--- config.mk ---
export PLATFORM = sky130hd
export DESIGN_NAME = keypad_bcd_entry
export DESIGN_NICKNAME = d
export VERILOG_FILES = /design/src/rtl/keypad_bcd_entry.sv
export SDC_FILE = /design/constraint.sdc
export NUM_CORES = 1
export LEC_CHECK = 0
export CAP_MARGIN = 25
export CORE_MARGIN = 3
export CORE_UTILIZATION = 45
export DETAILED_ROUTE_END_ITERATION = 16
export PLACE_DENSITY_LB_ADDON = 0.2
export SETUP_SLACK_MARGIN = 0.15
export SKIP_LAST_GASP = 1
export SYNTH_ARGS = -nofsm -noshare
export SYNTH_HDL_FRONTEND = slang
export SYNTH_SLANG_ARGS = --single-unit
export TNS_END_PERCENT = 10
--- constraint.sdc ---
create_clock -name clk -period 5.1 [get_ports clk]
set_clock_uncertainty 0.1 [all_clocks]
set_input_delay 0.51 -clock clk [delete_from_list [all_inputs] [get_ports clk]]
set_output_delay 0.51 -clock clk [all_outputs]
set_load 0.01 [all_outputs]
--- src/rtl/keypad_bcd_entry.sv ---
// Keypad digit-entry controller: registers and debounces a one-hot keypad code,
// builds a BCD entry and commits it on ENTER.
module keypad_bcd_entry #(
  parameter int NUM_DIGITS      = 3,
  parameter int DEBOUNCE_CYCLES = 4,
  parameter int SHIFT_MODE      = 0,
  localparam int CW = $clog2(NUM_DIGITS + 1),
  localparam int BW = 4 * NUM_DIGITS
) (
  input  logic          clk,
  input  logic          rst,
  input  logic [15:0]   onehot,
  output logic [BW-1:0] bcd,
  output logic [CW-1:0] count,
  output logic          full,
  output logic          key_valid,
  output logic [3:0]    key_digit,
  output logic          overflow,
  output logic          done,
  output logic [BW-1:0] result
);

  typedef enum logic [1:0] {IDLE, PRESS_DB, HELD, REL_DB} state_t;

  localparam logic [CW-1:0] FULL_CNT = CW'(NUM_DIGITS);
  // The IDLE sample already counts as the first stable sample of a press.
  localparam logic [7:0] PRESS_LOAD = 8'(DEBOUNCE_CYCLES > 1 ? DEBOUNCE_CYCLES - 2 : 0);
  localparam logic [7:0] REL_LOAD   = 8'(DEBOUNCE_CYCLES - 1);
  localparam logic [3:0] K_CLEAR = 4'd10;
  localparam logic [3:0] K_BACK  = 4'd11;
  localparam logic [3:0] K_ENTER = 4'd12;

  state_t          state_q, state_d;
  logic [15:0]     key_q;
  logic [7:0]      cnt_q, cnt_d;
  logic [3:0]      code_q, code_d;
  logic [BW-1:0]   bcd_q, bcd_d, result_q, result_d;
  logic [CW-1:0]   count_q, count_d;
  logic [3:0]      key_digit_q, key_digit_d;
  logic            key_valid_q, key_valid_d, overflow_q, overflow_d, done_q, done_d;
  logic            in_vld, fire;
  logic [3:0]      in_code;

  always_comb begin
    in_vld  = 1'b1;
    in_code = 4'd0;
    case (key_q)
      16'h0008: in_code = 4'd0;
      16'h0080: in_code = 4'd1;
      16'h0040: in_code = 4'd2;
      16'h0020: in_code = 4'd3;
      16'h0800: in_code = 4'd4;
      16'h0400: in_code = 4'd5;
      16'h0200: in_code = 4'd6;
      16'h8000: in_code = 4'd7;
      16'h4000: in_code = 4'd8;
      16'h2000: in_code = 4'd9;
      16'h0001: in_code = K_CLEAR;
      16'h0002: in_code = K_BACK;
      16'h0004: in_code = K_ENTER;
      default:  in_vld  = 1'b0;
    endcase
  end

  always_comb begin
    state_d = state_q;
    cnt_d   = cnt_q;
    code_d  = code_q;
    fire    = 1'b0;
    case (state_q)
      IDLE: if (in_vld) begin
        code_d = in_code;
        if (DEBOUNCE_CYCLES == 1) begin
          fire    = 1'b1;
          state_d = HELD;
        end else begin
          state_d = PRESS_DB;
          cnt_d   = PRESS_LOAD;
        end
      end
      PRESS_DB: begin
        if (!in_vld) begin
          state_d = IDLE;
          cnt_d   = 8'd0;
        end else if (in_code != code_q) begin
          code_d = in_code;
          cnt_d  = PRESS_LOAD;
        end else if (cnt_q == 8'd0) begin
          fire    = 1'b1;
          state_d = HELD;
        end else begin
          cnt_d = cnt_q - 8'd1;
        end
      end
      HELD: if (!in_vld) begin
        state_d = REL_DB;
        cnt_d   = REL_LOAD;
      end
      REL_DB: begin
        if (in_vld) begin
          state_d = HELD;
          cnt_d   = 8'd0;
        end else if (cnt_q == 8'd0) begin
          state_d = IDLE;
        end else begin
          cnt_d = cnt_q - 8'd1;
        end
      end
      default: state_d = IDLE;
    endcase
  end

  // On a firing edge in_code is the debounced key in both firing paths.
  always_comb begin
    bcd_d       = bcd_q;
    count_d     = count_q;
    result_d    = result_q;
    key_digit_d = key_digit_q;
    key_valid_d = 1'b0;
    overflow_d  = 1'b0;
    done_d      = 1'b0;
    if (fire) begin
      if (in_code <= 4'd9) begin
        if (count_q == FULL_CNT) begin
          overflow_d = 1'b1;
        end else begin
          if (SHIFT_MODE == 0) bcd_d[4*count_q +: 4] = in_code;
          else                 bcd_d = (bcd_q << 4) | BW'(in_code);
          count_d     = count_q + 1'b1;
          key_valid_d = 1'b1;
          key_digit_d = in_code;
        end
      end else if (in_code == K_CLEAR) begin
        bcd_d   = '0;
        count_d = '0;
      end else if (in_code == K_BACK) begin
        if (count_q != '0) begin
          if (SHIFT_MODE == 0) bcd_d[4*(count_q - 1'b1) +: 4] = 4'd0;
          else                 bcd_d = bcd_q >> 4;
          count_d = count_q - 1'b1;
        end
      end else if (count_q != '0) begin
        result_d = bcd_q;
        bcd_d    = '0;
        count_d  = '0;
        done_d   = 1'b1;
      end
    end
  end

  always_ff @(posedge clk or posedge rst) begin
    if (rst) begin
      state_q     <= IDLE;
      key_q       <= '0;
      cnt_q       <= '0;
      code_q      <= '0;
      bcd_q       <= '0;
      count_q     <= '0;
      result_q    <= '0;
      key_digit_q <= '0;
      key_valid_q <= 1'b0;
      overflow_q  <= 1'b0;
      done_q      <= 1'b0;
    end else begin
      state_q     <= state_d;
      key_q       <= onehot;
      cnt_q       <= cnt_d;
      code_q      <= code_d;
      bcd_q       <= bcd_d;
      count_q     <= count_d;
      result_q    <= result_d;
      key_digit_q <= key_digit_d;
      key_valid_q <= key_valid_d;
      overflow_q  <= overflow_d;
      done_q      <= done_d;
    end
  end

  assign bcd       = bcd_q;
  assign count     = count_q;
  assign full      = (count_q == FULL_CNT);
  assign key_valid = key_valid_q;
  assign key_digit = key_digit_q;
  assign overflow  = overflow_q;
  assign done      = done_q;
  assign result    = result_q;

endmodule
==> flow_summary_export.csv <==
group,metric,value,unit
die,die_area,8650,um2
route,routed_wl,7330,um
setup_path,rr_endpoint,"bcd[10]$_DFFE_PP0P_",
die,die_w,93.0,um
pwr,powerDensity,303,nW/um2
setup_path,path_cells,"or4_1, or4_4, o32a_1, and2_1, xnor2_4, or4_1, nor4_4, mux2_2",
final_layout,syn2layout_area_growth,22.4,%
setup_path,slowest_stage,"or4_1",
setup_path,crit_path_end_kind,"flop",
cts,cts.repair.resized,0,
logic_synthesis,synth_cell_types,54,
final_layout,final_nets,405,
cts,clockBufferDepth,2,
die,ioPinCount,52,
cts,cts_tree,"built",
cts,clock_sinks,63,
setup_path,ff2ff_setup_slack,0.67,ns
cts,cts_root_buf,"clkbuf_8",
grt,grt_max_degree,64,
timing,slew_headroom,0.486,
flow_run,maxCapViolations,0,
cts,holdBufCountCts,0,
setup_path,cp_slowest_stage_delay,0.78,ns
timing,fmax,0.226,GHz
worst_hold_path,holdPathStages,1,
setup_path,crit_path_start_kind,"flop",
logic_synthesis,async_flop_share,1.00,
grt,antenna_found_initial,0,
cts,clock_latency,0.34,ns
timing,fin_crit,4.43,ns
status,status,"finished clean",
logic_synthesis,postSynthAreaPerCell,10.5,um2
logic_synthesis,yosysTopAreaCell,"dfrtp_1",
timing,finalWorstSetupSlack,0.669,ns
cts,cts_setup_buffers,0,
route,vias,2651,
logic_synthesis,synth_edf_count,0,
logic_synthesis,syn_inst,326,
route,ant_nets,0,
final_layout,seq_area,1580,um2
cts,cts-htree-levels,3,
route,drt_iter0_drc,211,
timing,worst_pin_slew,0.770,ns
timing,setup_viol,0,
placed_design,routabilityCongestion,0.904,
route,drc,0,
route,viasPerCell,5.51,
final_layout,multiInputGateArea,1700,um2
die,start_util,0.467,
timing,drv_slew,0,
route,wire_per_inst,15.2,um
grt,grtUsageTotal,0.183,
timing,final_hold_viol_count,0,
logic_synthesis,synth_top_area_frac,0.463,
logic_synthesis,ys.flop_type,"dfrtp_1",
placed_design,pre_cts_slack,0.675,ns
grt,grt_pass1_vias,2634,
die,core-area,7290,um2
placed_design,post-dp-hpwl,5400,um
timing,finalCritPeriodShare,0.869,
pwr,ir_drop,0.124,mV
final_layout,drive_gt1_frac,0.160,
grt,overflow,0,
cts,cts_inserted_buffers,9,
setup_path,path_delay_family,"simple AND/OR/NAND/NOR gates",
route,firstDrtPassIters,4,
logic_synthesis,yosysWarningCount,0,
setup_path,r2r_start,"key_q[9]$_DFF_PP0_",
logic_synthesis,synth_nets,353,
die,num_rows,31,
setup_path,crit_top_cell,"or4_1",
logic_synthesis,synth.cell_area,3410,um2
setup_path,cp.required,5.22,ns
logic_synthesis,synth_area_leaders,"dfrtp_1, mux2_2, o21ai_0",
worst_hold_path,min_from,"result[7]$_DFFE_PP0P_",
final_layout,fill_cells,692,
worst_hold_path,min_to,"result[7]$_DFFE_PP0P_",
grt,grt_pass1_wl,12600,um
setup_path,worst-setup-path-type,"reg -> reg",
die,die_h,93.0,um
placed_design,port-buffer-count,51,
setup_path,worst-path-buf-inv,0,
setup_path,critPathArrivalTime,4.55,ns
setup_path,crit_fanout,9,
timing,rsz0062_at_grt,"false",
setup_path,r2r_cells,8,
worst_hold_path,hp-class,"reg -> reg",
logic_synthesis,ys_seq_area_frac,0.463,
logic_synthesis,ys_seq_elements,63,
final_layout,n_antenna_cell,0,
cts,clk_pin_slew_worst_paths,0.07,ns
timing,tns,0,ns
pwr,power_leakage,1.76,nW
per-layer routing:
| metal | part of all wire | up-vias | global-route usage | wire length [um] |
|---|---|---|---|---|
| met1 | 0.47 | 1287 | 0.251 | 3420 |
| met5 | 0 | - | 0 | 0 |
| li1 | - | 1285 | - | - |
| met4 | 0.021 | 0 | 0.0830 | 151 |
| met2 | 0.47 | 64 | 0.281 | 3450 |
| met3 | 0.042 | 15 | 0.0354 | 307 |
registers in the layout, indices dropped and copies added (netlist names), named ones only:
name	count
key_q	16
bcd	12
result	12
cnt_q	8
code_q	4
key_digit	4
count	2
done	1
key_valid	1
overflow	1
state_q	1
how the worst max path moves through the flow:
| stage | depth (start not counted) | to | startpoint | slack [ns] |
|---|---|---|---|---|
| 3_3_place_gp | 8 | bcd[2]$_DFFE_PP0P_ | key_q[9]$_DFF_PP0_ | 0.75 |
| 5_1_grt | 8 | bcd[1]$_DFFE_PP0P_ | key_q[9]$_DFF_PP0_ | 0.49 |
| 2_1_floorplan | 12 | key_digit[3]$_DFFE_PP0P_ | key_q[9]$_DFF_PP0_ | 1.06 |
| 4_1_cts | 8 | bcd[1]$_DFFE_PP0P_ | key_q[9]$_DFF_PP0_ | 0.67 |
| 6_report | 8 | bcd[10]$_DFFE_PP0P_ | key_q[9]$_DFF_PP0_ | 0.67 |
| 3_5_place_dp | 8 | bcd[10]$_DFFE_PP0P_ | key_q[9]$_DFF_PP0_ | 0.67 |
final cells by class:
cell class                      count  share of cell area
Clock buffer                       12              0.0396
Clock inverter                      3             0.00420
Inverter                           14              0.0126
Multi-Input combinational cell    235               0.406
Sequential cell                    63               0.378
Tap cell                           99              0.0297
Timing Repair Buffer               55               0.130
placed cells by master (no fill, tap or decap), types with 2 or more instances in the layout:
cell and n:
clkinv_2 2, a21oi_1 4, and3_1 5, o21ai_0 27, mux2i_1 4, mux2_2 22, nand3_1 5, clkbuf_8 12
or2_2 4, inv_1 13, nor3_1 16, xor2_1 5, a31oi_1 2, nor2_1 25, o32ai_1 2, dfrtp_1 63
nand2_1 21, nor4_4 3, and2_1 2, o32a_1 2, or3_4 2, a32o_1 2, xnor2_1 10, a22o_1 4
o31ai_1 2, nor4_1 9, nand2b_1 3, a211oi_1 3, nand4_1 8, ha_1 9, nor4b_1 3, nor2b_1 6
or4_1 6, clkdlybuf4s50_1 51, buf_4 4
cell families (layout without fill, tap and decap cells):
logic type                 count (synthesis)  in the layout  share of synthesized area
AOI/OAI and AO/OA                         56             56                      0.109
xor gates and xnor gates                  16             16                     0.0466
buffers and inverters                     28             84                     0.0397
and+or+nand+nor                          126            126                      0.217
muxes                                     28             28                     0.0922
adders and majority gates                  9              9                     0.0331
DFF                                       63             63                      0.463
power by group:
group	switching, mW	internal [mW]	total, mW	leakage (nW)
registers	0.0591	0.540	0.599	0.833
clock network	0.186	0.212	0.398	0.0942
logic	0.148	0.121	0.268	0.837
Yosys cell counts (3+ instances only):
| cell | number |
|---|---|
| dfrtp_1 | 63 |
| o21ai_0 | 27 |
| nor2_1 | 25 |
| mux2_2 | 22 |
| nand2_1 | 21 |
| nor3_1 | 16 |
| inv_1 | 14 |
| xnor2_1 | 10 |
| ha_1 | 9 |
| nor4_1 | 9 |
| nand4_1 | 8 |
| clkbuf_1 | 7 |
| nor2b_1 | 6 |
| or4_1 | 6 |
| and3_1 | 5 |
| nand3_1 | 5 |
| xor2_1 | 5 |
| a21oi_1 | 4 |
| a22o_1 | 4 |
| mux2i_1 | 4 |
| or2_2 | 4 |
| a211oi_1 | 3 |
| buf_2 | 3 |
| buf_6 | 3 |
| nand2b_1 | 3 |
| nor4_4 | 3 |
| nor4b_1 | 3 |
stage by stage:
stage | cell area, um2 | utilization | total power, mW | std cells | hold WS, ns
global placement | 3990 | 0.547 | 0.867 | 466 | 0.373
detailed placement | 3990 | 0.547 | 0.875 | 466 | 0.385
global route | 4170 | 0.572 | 1.34 | 481 | 0.419
floorplan | 3410 | - | 0.811 | 326 | 0.370
finish | 4170 | 0.572 | 1.27 | 481 | 0.396
CTS | 4170 | 0.572 | 1.28 | 481 | 0.400
Note: power is estimated with default switching activity, not from simulation.
